## config.mk

```make
export PLATFORM = sky130hd
export DESIGN_NAME = clock_time_setter
export DESIGN_NICKNAME = d
export VERILOG_FILES = /design/src/rtl/clock_time_setter.sv
export SDC_FILE = /design/constraint.sdc
export NUM_CORES = 1
export LEC_CHECK = 0
export ABC_AREA = 1
export CAP_MARGIN = 40
export CORE_ASPECT_RATIO = 0.75
export CORE_MARGIN = 1.5
export CORE_UTILIZATION = 45
export CTS_BUF_LIST = sky130_fd_sc_hd__clkbuf_8
export DETAILED_ROUTE_END_ITERATION = 6
export DONT_BUFFER_PORTS = 1
export PLACE_DENSITY_LB_ADDON = 0.3
export SKIP_LAST_GASP = 1
export SYNTH_ARGS = -nofsm -noshare
export SYNTH_HDL_FRONTEND = slang
export SYNTH_SLANG_ARGS = --single-unit
```

## constraint.sdc

```tcl
create_clock -name clk -period 5.5 [get_ports clk]
set_clock_uncertainty 0.15 [all_clocks]
set_input_delay 1.1 -clock clk [delete_from_list [all_inputs] [get_ports clk]]
set_output_delay 1.1 -clock clk [all_outputs]
set_load 0.01 [all_outputs]
```

## src/rtl/clock_time_setter.sv

```systemverilog
// Automatic time-set controller: steps the clock's set inputs until the decoded
// 7-segment display shows the requested minute, hour, weekday, date and month.
module clock_time_setter #(
  parameter int unsigned MAX_PASS   = 3,
  parameter int unsigned STEP_LIMIT = 64
) (
  input  logic       clk,
  input  logic       rst,
  input  logic       start,
  input  logic       abort,
  input  logic [5:0] tgt_min,
  input  logic [4:0] tgt_hrs,
  input  logic [2:0] tgt_wday,
  input  logic [4:0] tgt_date,
  input  logic [3:0] tgt_mon,
  input  logic [6:0] M1disp,
  input  logic [6:0] M0disp,
  input  logic [6:0] H1disp,
  input  logic [6:0] H0disp,
  input  logic [6:0] D0disp,
  input  logic [6:0] Date1disp,
  input  logic [6:0] Date0disp,
  input  logic [6:0] Month1disp,
  input  logic [6:0] Month0disp,
  output logic       Timeset,
  output logic       Minadv,
  output logic       Hrsadv,
  output logic       Dayadv,
  output logic       DateAdv,
  output logic       MonthAdv,
  output logic       busy,
  output logic       done,
  output logic       err
);

  localparam int unsigned SW = $clog2(STEP_LIMIT + 1);
  localparam int unsigned PW = $clog2(MAX_PASS + 1);

  // CHECK/PULSE/SETTLE are shared by all fields; fld selects the field being set.
  typedef enum logic [2:0] {S_IDLE, S_CHECK, S_PULSE, S_SETTLE, S_VERIFY, S_DONE} state_t;
  typedef enum logic [2:0] {F_MIN, F_HRS, F_WDAY, F_DATE, F_MON} field_t;

  state_t        state, state_d;
  field_t        fld, fld_d;
  logic [SW-1:0] step, step_d;
  logic [PW-1:0] pass, pass_d;
  logic          err_d, load;
  logic [4:0]    adv, adv_d;
  logic [5:0]    t_min;
  logic [4:0]    t_hrs;
  logic [2:0]    t_wday;
  logic [4:0]    t_date;
  logic [3:0]    t_mon;
  logic [7:0]    min_f, hrs_f, date_f, mon_f;
  logic [4:0]    wday_f;
  logic [4:0]    match;
  logic          tgt_ok, in_op;

  // returns {valid, digit}
  function automatic logic [4:0] seg_dec(input logic [6:0] s);
    case (s)
      7'h3F:   return 5'h10;
      7'h06:   return 5'h11;
      7'h5B:   return 5'h12;
      7'h4F:   return 5'h13;
      7'h66:   return 5'h14;
      7'h6D:   return 5'h15;
      7'h7D:   return 5'h16;
      7'h07:   return 5'h17;
      7'h7F:   return 5'h18;
      7'h6F:   return 5'h19;
      default: return 5'h00;
    endcase
  endfunction

  // returns {valid, tens*10 + units}; a blank tens digit reads as zero
  function automatic logic [7:0] field_dec(input logic [6:0] tens, input logic [6:0] units);
    logic [4:0] t;
    logic [4:0] u;
    t = (tens == 7'h00) ? 5'h10 : seg_dec(tens);
    u = seg_dec(units);
    return {t[4] & u[4], 7'(t[3:0]) * 7'd10 + 7'(u[3:0])};
  endfunction

  function automatic logic [4:0] month_len(input logic [3:0] m);
    case (m)
      4'd2:                      return 5'd28;
      4'd4, 4'd6, 4'd9, 4'd11:   return 5'd30;
      default:                   return 5'd31;
    endcase
  endfunction

  assign min_f  = field_dec(M1disp, M0disp);
  assign hrs_f  = field_dec(H1disp, H0disp);
  assign wday_f = seg_dec(D0disp);
  assign date_f = field_dec(Date1disp, Date0disp);
  assign mon_f  = field_dec(Month1disp, Month0disp);

  assign match[0] = min_f[7]  && (min_f[6:0]  == {1'b0, t_min});
  assign match[1] = hrs_f[7]  && (hrs_f[6:0]  == {2'b0, t_hrs});
  assign match[2] = wday_f[4] && (wday_f[3:0] == {1'b0, t_wday});
  assign match[3] = date_f[7] && (date_f[6:0] == {2'b0, t_date});
  assign match[4] = mon_f[7]  && (mon_f[6:0]  == {3'b0, t_mon});

  assign tgt_ok = (tgt_min <= 6'd59) && (tgt_hrs <= 5'd23) && (tgt_wday <= 3'd6) &&
                  (tgt_mon >= 4'd1) && (tgt_mon <= 4'd12) &&
                  (tgt_date >= 5'd1) && (tgt_date <= month_len(tgt_mon));

  always_comb begin
    state_d = state;
    fld_d   = fld;
    step_d  = step;
    pass_d  = pass;
    err_d   = err;
    load    = 1'b0;
    if (abort && state != S_IDLE) begin
      state_d = S_IDLE;
    end else begin
      unique case (state)
        S_IDLE: begin
          if (start && !abort) begin
            if (tgt_ok) begin
              err_d   = 1'b0;
              load    = 1'b1;
              fld_d   = F_MIN;
              step_d  = '0;
              pass_d  = '0;
              state_d = S_CHECK;
            end else begin
              err_d = 1'b1;
            end
          end
        end
        S_CHECK: begin
          if (match[fld]) begin
            step_d = '0;
            if (fld == F_MON) state_d = S_VERIFY;
            else              fld_d   = field_t'(fld + 3'd1);
          end else if (step == SW'(STEP_LIMIT)) begin
            err_d   = 1'b1;
            state_d = S_IDLE;
          end else begin
            state_d = S_PULSE;
          end
        end
        S_PULSE: begin
          step_d  = step + SW'(1);
          state_d = S_SETTLE;
        end
        S_SETTLE: state_d = S_CHECK;
        S_VERIFY: begin
          if (&match) begin
            state_d = S_DONE;
          end else if (32'(pass) + 32'd1 >= MAX_PASS) begin
            err_d   = 1'b1;
            state_d = S_IDLE;
          end else begin
            pass_d  = pass + PW'(1);
            fld_d   = F_MIN;
            step_d  = '0;
            state_d = S_CHECK;
          end
        end
        S_DONE:   state_d = S_IDLE;
        default:  state_d = S_IDLE;
      endcase
    end
    in_op = (state_d == S_CHECK) || (state_d == S_PULSE) ||
            (state_d == S_SETTLE) || (state_d == S_VERIFY);
    adv_d = (state_d == S_PULSE) ? (5'b00001 << fld_d) : '0;
  end

  always_ff @(posedge clk or negedge rst) begin
    if (!rst) begin
      state   <= S_IDLE;
      fld     <= F_MIN;
      step    <= '0;
      pass    <= '0;
      err     <= 1'b0;
      Timeset <= 1'b0;
      busy    <= 1'b0;
      done    <= 1'b0;
      adv     <= '0;
      t_min   <= '0;
      t_hrs   <= '0;
      t_wday  <= '0;
      t_date  <= '0;
      t_mon   <= '0;
    end else begin
      state   <= state_d;
      fld     <= fld_d;
      step    <= step_d;
      pass    <= pass_d;
      err     <= err_d;
      Timeset <= in_op;
      busy    <= in_op;
      done    <= (state_d == S_DONE);
      adv     <= adv_d;
      if (load) begin
        t_min  <= tgt_min;
        t_hrs  <= tgt_hrs;
        t_wday <= tgt_wday;
        t_date <= tgt_date;
        t_mon  <= tgt_mon;
      end
    end
  end

  assign Minadv   = adv[0];
  assign Hrsadv   = adv[1];
  assign Dayadv   = adv[2];
  assign DateAdv  = adv[3];
  assign MonthAdv = adv[4];

endmodule
```

==> results of run 1 <==
## cell usage after synthesis (all sizes together) (7+ instances only)
cell / number
o21ai: 29
nand3: 95
nor2: 127
xor2: 19
inv: 149
nand4: 27
dfrtp: 46
a21oi: 20
mux2: 9
nor3: 30
o31ai: 7
nand2: 255
xnor2: 9
ha: 29
## registers in the layout, indices dropped and copies added (netlist names)
| name | flops |
|---|---|
| state | 3 |
| t_hrs | 5 |
| t_wday | 3 |
| t_mon | 4 |
| busy | 1 |
| err | 1 |
| adv | 5 |
| step | 7 |
| t_date | 5 |
| done | 1 |
| fld | 3 |
| pass | 2 |
| t_min | 6 |
## cell type report
| class | count | area (µm²) | share of cell area, % |
|---|---|---|---|
| Clock buffer | 5 | 68.8 | 1.19 |
| Tap cell | 162 | 203 | 3.50 |
| Sequential cell | 46 | 1150 | 19.9 |
| Clock inverter | 3 | 41.3 | 0.714 |
| Timing Repair Buffer | 1 | 7.51 | 0.130 |
| Inverter | 149 | 559 | 9.67 |
| Multi-Input combinational cell | 699 | 3750 | 64.9 |
## cell families after synthesis
| logic type | Yosys count | synth area share (%) |
|---|---|---|
| AOI/OAI and AO/OA | 73 | 8.17 |
| xor gates and xnor gates | 28 | 4.46 |
| adders and majority gates | 34 | 8.42 |
| buffers and inverters | 156 | 10.9 |
| DFF | 46 | 20.9 |
| muxes | 9 | 1.84 |
| other | 2 | 0.137 |
| and+or+nand+nor | 552 | 45.2 |
## worst paths after layout
| path | from | end | slack (ns) | depth (start not counted) |
|---|---|---|---|---|
| worst max-delay path | Month1disp[0] | adv[1] | 1.02 | 26 |
| min in group clk | pass[1] | pass[1] | 0.38 | 2 |
| max in group asynchronous | rst | state[0] | 4.77 | 0 |
| worst min register to register | pass[1] | pass[1] | 0.38 | 2 |
| worst min-delay path | rst | step[1] | 0.33 | 0 |
| worst max register to register | t_hrs[2] | adv[4] | 3.10 | 17 |
## per-stage QoR
step	total power [mW]	worst slack [ns]	cell area (µm²)	util, %	instances
floorplan	1.14	1.07	5500	-	901
global placement	1.26	0.818	5680	48.3	1057
detailed placement	1.27	0.673	5680	48.3	1057
CTS	1.53	1.03	5790	49.3	1065
global route	1.67	0.583	5790	49.3	1065
finish	1.52	1.02	5790	49.3	1065
## per-layer routing
metal / up-vias / share of wire (%)
met5: - / 0
met4: 0 / 0.86
met3: 8 / 5.3
met2: 108 / 41
met1: 2336 / 53
li1: 2914 / -
## power by group
part,internal [mW],switching [mW]
Sequential,0.470,0.112
Combinational,0.263,0.417
Clock,0.134,0.120
Total,0.867,0.649
## layout by cell type, fill, tap and decap left out, drive strengths merged
| master | instances |
|---|---|
| clkbuf | 5 |
| o21ai | 29 |
| nor4 | 6 |
| and2 | 1 |
| fa | 5 |
| a221oi | 1 |
| o311ai | 1 |
| a21oi | 20 |
| inv | 150 |
| conb | 3 |
| nand3 | 95 |
| buf | 1 |
| a211oi | 2 |
| nand3b | 4 |
| or2 | 3 |
| nor3 | 30 |
| a22oi | 1 |
| a41oi | 1 |
| bufinv | 1 |
| nor2 | 127 |
| mux2 | 9 |
| o2111ai | 3 |
| a31oi | 3 |
| o211ai | 3 |
| o31ai | 7 |
| and3 | 1 |
| nand4 | 27 |
| xnor2 | 9 |
| nor3b | 3 |
| dfrtp | 46 |
| o22ai | 2 |
| clkinvlp | 1 |
| nand2 | 255 |
| xor2 | 19 |
| ha | 29 |
## worst register-to-register path: cells and delay by family (launching register included)
family | cells | cell delay [ns]
xor+xnor | 1 | 0.14
flops | 1 | 0.40
simple gates | 16 | 1.62
==> flow_summary.json, run 1 <==
{
  "drt_pre_antenna_iters": 5,
  "setup_violations": 0,
  "grt-ovfl-total": 0,
  "slowest_delay_ns": 0.47,
  "grt_pass1_vias": 5003,
  "crit_arrival_ns": 4.57,
  "clock-root-buffer": "clkbuf_8",
  "tightest_slew_ns": 0.594,
  "critical_path_class": "primary input to flop",
  "synth_top_area_share_pct": 20.9,
  "num_vias": 5366,
  "numCtsBuffers": 5,
  "met1_usage_pct": 29.2,
  "yosys.area.top_type": "dfrtp_1",
  "cts.htree.levels": 2,
  "whs_ns": 0.332,
  "cts_setup_buffers": 0,
  "drtAntennaViolNets": 0,
  "maxCapViolCount": 0,
  "finalCriticalPeriod_ns": 4.48,
  "drv_slew": 0,
  "hold_buffers": 0,
  "avgSynthCellArea_um2": 6.11,
  "synth_area_leaders": "dfrtp_1 21%, nand2_1 16%, inv_1 9.6%",
  "min_period_over_period_pct": 81.4,
  "path_buf_inv": 5,
  "globalplace.congestion": 0.837,
  "power_leakage_nw": 3.17,
  "syn2layout_area_growth_pct": 5.23,
  "grt_max_degree": 47,
  "port_buffers": 0,
  "crit_fanout": 7,
  "io_pins": 99,
  "hold_violations": 0,
  "syn_inst": 900,
  "cts_tree": "done",
  "async_flop_share_pct": 100,
  "antenna_cells": 0,
  "powerDensity_nw_per_um2": 262,
  "final_nets": 1026,
  "grt_pass1_wl_um": 21700,
  "rsz0062_at_grt": "no",
  "synth_seq_cells": 46,
  "fp-row-count": 34,
  "cpLargestDelayFamily": "simple AND/OR/NAND/NOR gates",
  "avgViaCountPerCell": 5.04,
  "synth_top_flop_cell": "dfrtp_1",
  "startpoint_type": "primary input",
  "setup_tns_ns": 0,
  "clock.fmax_ghz": 0.223,
  "grt.busiest_layer": "met2",
  "netlist_area_um2": 5500,
  "seq_area_frac_synth_pct": 20.9,
  "die_x_um": 131,
  "hp-class": "primary input to async pin",
  "place_hpwl_um": 10300,
  "drive_gt1_share_pct": 6.87,
  "wirelength_um": 12500,
  "use_met2_pct": 32.0,
  "die_y_um": 98.7,
  "timing.slew.headroom_pct": 60.2,
  "route.detailed.drc": 0,
  "cts.sinks": 46,
  "status": "finished, final reports clean",
  "endpoint_kind": "flop",
  "synth_cell_types": 48,
  "core-area_um2": 11700,
  "die-area_um2": 12900,
  "antenna_found_initial": 0,
  "synth_edf_count": 0,
  "cts_resized": 0,
  "slowest_stage": "fa_1",
  "grt_usage_pct": 20.2,
  "fill_cells": 1227,
  "drt_iter0_drc": 317,
  "peakVddDrop_mv": 0.165,
  "required_ns": 5.59,
  "wl_per_cell_um": 11.7,
  "start_util_pct": 46.8,
  "clock_latency_ns": 0.30,
  "clockBufferDepth": 2,
  "clkTransAtPathRegs_ns": 0.09,
  "cpMostUsedCell": "nand2_1",
  "ys_warn_count": 0,
  "grtUsageMet3_pct": 3.58
}
(Power assumes the default switching activity.)
==> run 2, diff against run 1 <==
==> constraint.sdc (replaced) <==
create_clock -name clk -period 4.55 [get_ports clk]
set_clock_uncertainty 0.15 [all_clocks]
set_input_delay 0.91 -clock clk [delete_from_list [all_inputs] [get_ports clk]]
set_output_delay 0.91 -clock clk [all_outputs]
set_load 0.01 [all_outputs]
==> flow_summary.json, run 2 (synthesis results as in run 1) <==
{
  "hold_violations": 0,
  "register_area_um2": 1150,
  "crit_arrival_ns": 4.33,
  "cts.sinks": 46,
  "reg2reg_slack_ns": 2.05,
  "start_util_pct": 46.8,
  "slowest_delay_ns": 0.47,
  "grt_usage_pct": 20.4,
  "grt_pass1_vias": 4999,
  "place_ws_ns": 0.0196,
  "tightest_slew_ns": 0.589,
  "num_vias": 5442,
  "timing.rr.start": "t_date[1]",
  "core-area_um2": 11700,
  "fill_cells": 1225,
  "drt_iter0_drc": 336,
  "critical_path_class": "primary input to flop",
  "r2r-end": "adv[2]",
  "cp-endpoint": "busy",
  "wl_per_cell_um": 11.7,
  "crit_start": "Month1disp[0]",
  "clkTransAtPathRegs_ns": 0.10,
  "drv_slew": 0,
  "antenna_cells": 0,
  "p_total_mw": 1.85,
  "status": "finished, final reports clean",
  "clock.fmax_ghz": 0.234,
  "slowest_stage": "fa_1",
  "fp-row-count": 34,
  "dp_cells": 1060,
  "die-area_um2": 12900,
  "top_regs": "step x7, t_min x6",
  "powerDensity_nw_per_um2": 316,
  "syn2layout_area_growth_pct": 6.92,
  "wirelength_um": 12500,
  "final_cell_mix": "237 x nand2_1, 140 x inv_1, 116 x nor2_1",
  "cp.depth": 27,
  "finalCriticalPeriod_ns": 4.27,
  "grt_pass1_wl_um": 21800,
  "startpoint_type": "primary input",
  "required_ns": 4.61,
  "setup_violations": 0,
  "final_core_util_pct": 50.1,
  "antenna_found_initial": 0,
  "r2r_cells": 14,
  "path_buf_inv": 5,
  "drtAntennaViolNets": 0,
  "die_x_um": 131,
  "numCtsBuffers": 5,
  "endpoint_kind": "flop",
  "cpLargestDelayFamily": "simple AND/OR/NAND/NOR gates",
  "port_buffers": 0,
  "hold_buffers": 0,
  "grt-ovfl-total": 0,
  "timing.slew.headroom_pct": 60.4,
  "final_area_um2": 5880,
  "cts_tree": "done",
  "clock-root-buffer": "clkbuf_8",
  "final_common_cell": "nand2_1",
  "top_register": "step",
  "multi_input_area_um2": 3810,
  "route.detailed.drc": 0,
  "die_y_um": 98.7,
  "final_nets": 1030,
  "drive_gt1_share_pct": 8.82,
  "hp-class": "primary input to async pin",
  "power_leakage_nw": 3.21,
  "min_period_over_period_pct": 93.8,
  "maxCapViolCount": 0,
  "setup_tns_ns": 0,
  "io_pins": 99,
  "final_cells": 1069,
  "clockBufferDepth": 2,
  "avgViaCountPerCell": 5.09,
  "globalplace.congestion": 0.857,
  "largest_register_ffs": 7,
  "place_hpwl_um": 10300,
  "crit_fanout": 3,
  "peakVddDrop_mv": 0.285,
  "grt_max_degree": 47,
  "placed_cell_area_um2": 5700,
  "whs_ns": 0.136,
  "clock_latency_ns": 0.31,
  "drt_pre_antenna_iters": 5,
  "cts.htree.levels": 2,
  "setup_slack_ns": 0.283
}
## run 2: worst min-delay path by stage
stage / slack (ns) / to
2_1_floorplan: 0.33 / pass[1]
3_3_place_gp: 0.36 / pass[1]
3_5_place_dp: 0.36 / pass[1]
4_1_cts: 0.12 / t_hrs[1]
5_1_grt: 0.11 / t_hrs[1]
6_report: 0.14 / t_hrs[1]
## run 2: final cells by class
class	instances	share of cell area [%]
clock buffer	5	1.17
inverter	149	9.51
multi-input combinational	699	64.8
tap	162	3.45
clock inverter	3	0.809
sequential	46	19.6
timing repair buffer	5	0.639
## run 2: timing repair
action | 4_1_cts | 5_1_grt
endpoints found under the setup margin | 0 | 8
buffers inserted | 0 | 1
resized for setup | 0 | 15
## run 2: layer usage
layer  share of wire, %  global-route usage, %  wire length (µm)
met1                 52                   30.0              6540
met2                 41                   31.6              5160
met3                5.4                   3.15               672
met4                1.3                   3.97               165
met5                  0                      0                 0
## run 2: report_power, final
group	internal (mW)	leakage [nW]	total (mW)	switching (mW)
sequential	0.568	0.578	0.701	0.133
clock	0.168	0.0591	0.323	0.155
combinational	0.322	2.58	0.831	0.509
total	1.06	3.21	1.85	0.797
